`config.mk`:
```
export PLATFORM = sky130hd
export DESIGN_NAME = seg_display_mux
export DESIGN_NICKNAME = d
export VERILOG_FILES = /design/src/rtl/seg_display_mux.sv
export SDC_FILE = /design/constraint.sdc
export NUM_CORES = 1
export LEC_CHECK = 0
export CAP_MARGIN = 10
export CORE_MARGIN = 2
export CORE_UTILIZATION = 45
export CTS_CLUSTER_DIAMETER = 80
export CTS_CLUSTER_SIZE = 12
export DETAILED_ROUTE_END_ITERATION = 8
export GPL_ROUTABILITY_DRIVEN = 0
export PLACE_DENSITY = 0.67
export SKIP_LAST_GASP = 1
export SYNTH_ARGS = -nofsm -noshare
export SYNTH_HDL_FRONTEND = slang
export SYNTH_SLANG_ARGS = --single-unit
```
`constraint.sdc`:
```
create_clock -name clk -period 2.8 [get_ports clk]
set_input_delay 0.42 -clock clk [delete_from_list [all_inputs] [get_ports clk]]
set_output_delay 0.42 -clock clk [all_outputs]
set_load 0.05 [all_outputs]
```
`src/rtl/seg_display_mux.sv`:
```
// ============================================================================
// Module      : seg_display_mux
// Description : Time-multiplexes four BCD digits onto a 4-digit common-anode
//               seven-segment display, with field blinking in adjust mode.
// Revision    : 1.0 - initial release
// ============================================================================
`default_nettype none

module seg_display_mux #(
    parameter int REFRESH_DIV = 100_000,
    parameter int BLINK_DIV   = 25_000_000
) (
    input  logic       clk,
    input  logic       rst,
    input  logic       adj,
    input  logic       sel,
    input  logic [3:0] min_ten,
    input  logic [3:0] min_one,
    input  logic [3:0] sec_ten,
    input  logic [3:0] sec_one,
    output logic [7:0] seg,
    output logic [3:0] an
);

    localparam int c_REF_W = (REFRESH_DIV > 1) ? $clog2(REFRESH_DIV) : 1;
    localparam int c_BLK_W = (BLINK_DIV > 1) ? $clog2(BLINK_DIV) : 1;
    localparam logic [c_REF_W-1:0] c_REF_LAST = c_REF_W'(REFRESH_DIV - 1);
    localparam logic [c_BLK_W-1:0] c_BLK_LAST = c_BLK_W'(BLINK_DIV - 1);

    logic [c_REF_W-1:0] r_refresh_cnt;
    logic [1:0]         r_idx;
    logic [c_BLK_W-1:0] r_blink_cnt;
    logic               r_blink_phase;
    logic [3:0]         r_sh_min_ten, r_sh_min_one, r_sh_sec_ten, r_sh_sec_one;
    logic [7:0]         r_seg;
    logic [3:0]         r_an;

    logic               w_slot_end;
    logic               w_frame_end;
    logic [3:0]         w_digit;
    logic [3:0]         w_an_next;
    logic [7:0]         w_dec;
    logic               w_in_field;
    logic               w_blank;

    assign w_slot_end  = (r_refresh_cnt == c_REF_LAST);
    assign w_frame_end = w_slot_end && (r_idx == 2'd3);

    always_ff @(posedge clk or negedge rst) begin
        if (!rst) begin
            r_refresh_cnt <= '0;
            r_idx         <= 2'd0;
        end else if (w_slot_end) begin
            r_refresh_cnt <= '0;
            r_idx         <= r_idx + 2'd1;
        end else begin
            r_refresh_cnt <= r_refresh_cnt + 1'b1;
        end
    end

    // All four digits are captured at once so a frame never mixes two counts.
    always_ff @(posedge clk or negedge rst) begin
        if (!rst) begin
            r_sh_min_ten <= 4'd0;
            r_sh_min_one <= 4'd0;
            r_sh_sec_ten <= 4'd0;
            r_sh_sec_one <= 4'd0;
        end else if (w_frame_end) begin
            r_sh_min_ten <= min_ten;
            r_sh_min_one <= min_one;
            r_sh_sec_ten <= sec_ten;
            r_sh_sec_one <= sec_one;
        end
    end

    always_ff @(posedge clk or negedge rst) begin
        if (!rst) begin
            r_blink_cnt   <= '0;
            r_blink_phase <= 1'b0;
        end else if (!adj) begin
            r_blink_cnt   <= '0;
            r_blink_phase <= 1'b0;
        end else if (r_blink_cnt == c_BLK_LAST) begin
            r_blink_cnt   <= '0;
            r_blink_phase <= ~r_blink_phase;
        end else begin
            r_blink_cnt   <= r_blink_cnt + 1'b1;
        end
    end

    always_comb begin
        w_digit   = r_sh_sec_one;
        w_an_next = 4'b1110;
        case (r_idx)
            2'd0: begin w_digit = r_sh_sec_one; w_an_next = 4'b1110; end
            2'd1: begin w_digit = r_sh_sec_ten; w_an_next = 4'b1101; end
            2'd2: begin w_digit = r_sh_min_one; w_an_next = 4'b1011; end
            2'd3: begin w_digit = r_sh_min_ten; w_an_next = 4'b0111; end
            default: begin w_digit = r_sh_sec_one; w_an_next = 4'b1110; end
        endcase
    end

    always_comb begin
        w_dec = 8'hBF;
        case (w_digit)
            4'd0: w_dec = 8'hC0;
            4'd1: w_dec = 8'hF9;
            4'd2: w_dec = 8'hA4;
            4'd3: w_dec = 8'hB0;
            4'd4: w_dec = 8'h99;
            4'd5: w_dec = 8'h92;
            4'd6: w_dec = 8'h82;
            4'd7: w_dec = 8'hF8;
            4'd8: w_dec = 8'h80;
            4'd9: w_dec = 8'h90;
            default: w_dec = 8'hBF;
        endcase
    end

    // adj is used live so dropping it un-blanks on the very next edge.
    assign w_in_field = sel ? (r_idx[1] == 1'b0) : (r_idx[1] == 1'b1);
    assign w_blank    = adj && r_blink_phase && w_in_field;

    always_ff @(posedge clk or negedge rst) begin
        if (!rst) begin
            r_seg <= 8'hFF;
            r_an  <= 4'b1111;
        end else begin
            r_seg <= w_blank ? 8'hFF : w_dec;
            r_an  <= w_an_next;
        end
    end

    assign seg = r_seg;
    assign an  = r_an;

endmodule

`default_nettype wire

```
# Word-level counts from Yosys, hierarchy flattened
# Memories as Yosys holds them, arrays and structs flattened.
# Index checks and enable logic that the tools add are counted.
[word_totals]
ff_bits = 73
romBits = 112
input_bits = 20
output_inout_bits = 12
elab_cells = 35
memories = 1
[classes]
addsub = 3
n_eq_ne = 6
mux = 9
bitwise_logic = 2
n_reduce_logical = 4
[mem_list]
columns = ["memory", "depth", "word_bits", "rd", "rd_clocked_by_memory_dff", "wr", "line_no", "text"]
rows = [
  ["(name not given)", 16, 7, 1, 0, 0, "105", "case (w_digit)"],
]
[op_table]
columns = ["op", "n"]
rows = [
  ["2-to-1 mux 25 bit", 2],
  ["case mux 4 bit (4 select lines)", 2],
  ["adder 25 x 1 -> 25 bit, second input constant", 1],
  ["== test 25 bit, second input constant", 1],
  ["adder 17 x 1 -> 17 bit, second input constant", 1],
  ["== test 17 bit, second input constant", 1],
  ["2-to-1 mux 17 bit", 1],
  ["2-to-1 mux 8 bit", 1],
  ["== test 2 bit, second input constant", 2],
  ["logical AND 1 bit", 3],
  ["2-to-1 mux 1 bit", 3],
  ["adder 2 x 1 -> 2 bit, second input constant", 1],
  ["== test 2 x 1 -> 1 bit, second input constant", 1],
  ["zero test 2 bit", 1],
  ["!= test 2 x 1 -> 1 bit, second input constant", 1],
  ["inverter 1 bit", 2],
]

# Longest topological paths before layout
# Gate-level depths: netlist of run 1.
[depth]
ltp_word = 4
mapped_depth = 9
mapped_depth_nobuf = 9

# Worst setup path before layout of run 1
# No wires, ideal clock.
[synth_path]
path_type = "flip-flop to flip-flop"
startpoint = "register r_refresh_cnt[13]"
endpoint = "register r_sh_min_one[0]"
setup_ps = 125
t_arrival_ps = 1878
required_ps = 2675
path_slack_ps = 797
path_stages_with_launch = 6
n_path_buf = 1
synth_period_minus_slack_ps = 2003
cell_sequence = "dfrtp_1 -> or4b_4 -> nor4_4 -> nand3_4 -> buf_6 -> mux2_4"
[synth_via]
elab_chain_cells = 2
[synth_lines]
columns = ["element", "line_no", "text"]
rows = [
  ["start: declaration", "30", "logic [c_REF_W-1:0] r_refresh_cnt;"],
  ["start signal: assignment", "57", "r_refresh_cnt <= r_refresh_cnt + 1'b1;"],
  ["== test 17 bit", "46", "assign w_slot_end = (r_refresh_cnt == c_REF_LAST);"],
  ["logical AND 1 bit", "47", "assign w_frame_end = w_slot_end && (r_idx == 2'd3);"],
  ["end signal: assignment", "70", "r_sh_min_one <= min_one;"],
  ["end: declaration", "34", "logic [3:0] r_sh_min_ten, r_sh_min_one, r_sh_sec_ten, r_sh_sec_one;"],
]
# No other way between the ends.
# A chain may end at the register's enable or synchronous reset.

# Worst setup path in the final report of run 1
[layout_path]
startpoint = "register r_idx[1]"
endpoint = "register r_seg[0], in the netlist seg[0]"
[layout_via]
elab_chain_cells = 4
elab_cells_between_ends = 10
cone_classes = "eq/ne: 3; mux: 3; bitwise: 1; reduce/logical: 2; memory: 1"
[layout_lines]
columns = ["element", "line_no", "text"]
rows = [
  ["start: declaration", "31", "logic [1:0] r_idx;"],
  ["start signal: assignment", "55", "r_idx <= r_idx + 2'd1;"],
  ["== test 2 bit, or another cell as far along", "94", "case (r_idx)"],
  ["case mux 4 bit (4 select lines) / 2-to-1 mux 1 bit (equally long branches)", "94, 121", ""],
  ["memory (16 x 7 bit) / logical AND 1 bit (equally long branches)", "n/a", ""],
  ["2-to-1 mux 8 bit *", "129", "r_seg <= w_blank ? 8'hFF : w_dec;"],
  ["end signal: assignment", "129", ""],
  ["end: declaration", "35", "logic [7:0] r_seg;"],
]
# Mark *: on every way between the ends. The rest lies on a longest branch, timed or not.

==> results.md, run 1 <==
- Worst Hold Class: primary input to async pin
- Nets@finish: between 300 and 400
- Clock-pin slew on the worst setup and hold paths: 70 ps
- Post-synthesis register bit count: 72
- Initial Util: 46.13%
- Boundary Pins: 32
- Clock Power Share: slightly above 40%
- VDD IR max: 0.0003746 V
- Logic gate share of total power: under 10%
- Ys async rst share: between 90% and 100%
- Status: complete, no violations
- Initial antenna violation count: 0
- Worst skew pair latency: 340 ps
- Worst path arrival time: 2680 ps
- Die W: 92.77 µm
- WP data required: 3080 ps
- Initial DRC count: 89
- CTS-repair resized insts: 0
- Slew margin rel.: 50.01%
- GR Util met2: around a quarter
- Drt wl/cell: 14.43 µm
- Critical Path Start Type: flip-flop
- Total gr overflow: 0
- Worst Reg-to-Reg Cells: 6
- Area contributors post-synth: dfrtp_1, dfstp_2, mux2_4, xnor2_1, ha_1
- First-pass GRT wire length: 11530 µm
- DP Area: 3931 µm²
- Root Driver: clkbuf_8
- GRT Util Overall: 16.99%
- Met1 global-route usage: between 20% and 30%
- Clock skew: 9.003 ps
- Register Area: 1815 µm²
- Post-Syn Instances: 320
- Largest net degree at the start of global routing: 45
- Fill cells: slightly below 700
- Post-CTS Hold Buffers: 0
- Post-synth top cells: dfrtp_1, nor2_1, nand3_1, a21oi_1, xnor2_1
- Via density: 5.431
- Post-route design area: 4138 µm²
- GR peak layer: met2
- Vias: 2493
- Final worst-path cycle share: 85.62%
- Longest Clk Path Bufs: 2
- Syn avg cell area: 11.08 µm²
- Crit end category: flip-flop
- RSZ-0062 raised after global routing: no
- CTS tree: yes
- N_diodes: 0
- Vias in the first global route: 2471
- CP max FO: 11
- Setup TNS: 0 ps
- Static Leak: between 1.5 and 2 nW
- Synth warn: 0
- Post-synth EDFFs: 0
- Placed cell count: 443
- Die ar.: 8606 µm²
- P_int: 0.001592 W
- IO buf count: 30
- Switch Pwr: between 0.0004 and 0.0005 W
- PD cells: 502.1 nW/µm²
- Core Box Area: 7687 µm²
- Reg2reg start: r_idx[1]
- Part of the power in registers: 52.1%
- Fraction of layout cells with a size suffix above 1: 15.97%
- Fin worst setup slack: 402.5 ps
- Post-CTS Setup Repair Bufs: 0
- Post-route DRC: 0
- Crit path from: r_idx[1]
- Area growth, synth to finish: 16.69%
- Dominant synthesized flop cell: dfrtp_1
- Yosys top cell by area: dfrtp_1
- CTS buffer count: 9
- Final hold violation count: 0
- Post-route ant nets: 0
- DIE HEIGHT: 92.77 µm
- First-pass DRT Iterations: 7
- Minimum clock period: 2397 ps
- Fin util: 53.82%
- Max Freq: 417.1 MHz
- Worst-Margin Slew: ~750 ps
- Top-count cell post-synth: dfrtp_1
- Mapped cell area: between 3000 and 4000 µm²
- Fin cells: 459
- Met3 capacity usage during global routing: 5.126%
- Register area share after synthesis: 51.20%
- Multi-input logic area: around 1600 µm²
- # clock sinks: 72
- DRT Wirelength: roughly 6600 µm
- Fin. max-slew vios: 0
- Pre-CTS setup slack: 454.7 ps
- Netlist cell types: 51
- Detailed Place HPWL: 4557 µm
- Syn nets: 349
- MaxCap Viol Count: 0
- Worst Setup Path Type: flip-flop to flip-flop
- Top cell type's share of synthesized area: 43.05%
- H-tree lvl count: 3
- Cell row count: 32
- Switching Fraction: 23.37%
- # setup viols final: 0
[critical path, stage by stage, from the launching register on]
cell and delay, ps:
dfrtp_1 420, inv_1 100, ha_1 270, a222oi_1 480, mux2i_1 360, or4b_1 610, nand3_1 100
[state kept, by name (all words and copies together), names as in the netlist]
register,flops
r_idx,2
r_sh_sec_ten,4
r_sh_sec_one,4
r_refresh_cnt,17
r_blink_cnt,25
r_blink_phase,1
seg,7
r_sh_min_ten,4
r_sh_min_one,4
an,4
[power groups by stage]
stage               clock network (W)  registers [W]  logic [W]
global placement                    0        0.00110   0.000157
finish                       0.000839        0.00108   0.000156
floorplan                           0        0.00113  0.0000518
CTS                          0.000864        0.00108   0.000159
global route                 0.000908        0.00108   0.000172
detailed placement                  0        0.00110   0.000159
[cell usage in the layout, fill, tap and decap left out, drive strengths merged, types with 2 or more instances in the layout]
master,netlist,layout
inv,15,15
a21boi,2,2
dfstp,11,11
a222oi,3,3
nand4,7,7
dfrtp,61,61
o21ai,12,12
nand3,22,22
clkinvlp,0,2
or4,10,10
a211oi,2,2
mux2,17,17
nor2,26,26
xnor2,16,16
nand2,13,13
ha,9,9
and3,5,5
or4b,3,3
or3,6,6
xor2,11,11
a21oi,17,17
a22oi,2,2
clkbuf,4,11
clkdlybuf4s50,0,29
nor3,2,2
nor4,5,5
clkinv,1,3
and2,2,2
buf,7,3
and4,4,4
nor2b,4,4
o31ai,10,10
[logic make-up after synthesis]
group	synth area share [%]
simple gates	19.30
flops	51.20
compound gates	9.280
xor+xnor	6.669
buf+inv	3.528
mux	6.740
fa+ha+maj	3.176
other cells	0.1058
[layer usage]
layer | part of all wire (%) | wire length [µm]
met1 | 47 | 3113
met5 | 0 | 0
met3 | 3.6 | 238
met4 | 1.2 | 80
met2 | 48 | 3192
[path summary, 6_finish.rpt]
kind | endpoint | slack (ps)
worst min register to register | r_refresh_cnt[0] | 480
worst max-delay path | seg[0] | 400
min in group clk | r_refresh_cnt[0] | 480
worst max register to register | seg[0] | 400
max in group asynchronous | seg[6] | 2010
worst min-delay path | r_sh_sec_ten[1] | 110
[metrics by stage]
| step | hold WS (ps) | total power, W |
|---|---|---|
| final | 110.0 | 0.002078 |
| after global routing | 156.8 | 0.002165 |
| after CTS | 119.8 | 0.002106 |
| after detailed placement | 480.3 | 0.001260 |
| after global placement | 466.9 | 0.001258 |
| after floorplan | 124.4 | 0.001183 |
[cell type report]
type                    instances  area share (%)
flip-flops and latches         72           43.88
multi-input cells             221           38.80
repair buffers                 32           7.802
clock buffers                  11           3.659
well taps                     102           3.084
inverters                      16           1.451
clock inverters                 5           1.331
Note: power is estimated with default switching activity, not from simulation.
==> inputs of run 2 (changes only) <==
--- a/config.mk
+++ b/config.mk
@@ -5,7 +5,7 @@
 export SDC_FILE = /design/constraint.sdc
 export NUM_CORES = 1
 export LEC_CHECK = 0
-export CAP_MARGIN = 10
+export CAP_MARGIN = 40
 export CORE_MARGIN = 2
 export CORE_UTILIZATION = 45
 export CTS_CLUSTER_DIAMETER = 80
==> results of run 2 <==
No change in the layout: final DEF, timing and power equal those of run 1.
==> inputs of run 3 (changes only) <==
--- a/config.mk
+++ b/config.mk
@@ -5,6 +5,7 @@
 export SDC_FILE = /design/constraint.sdc
 export NUM_CORES = 1
 export LEC_CHECK = 0
+export ABC_CLOCK_PERIOD_IN_PS = 2800
 export CAP_MARGIN = 40
 export CORE_MARGIN = 2
 export CORE_UTILIZATION = 45
==> results of run 3 <==
No change in the layout: final DEF, timing and power equal those of run 1.
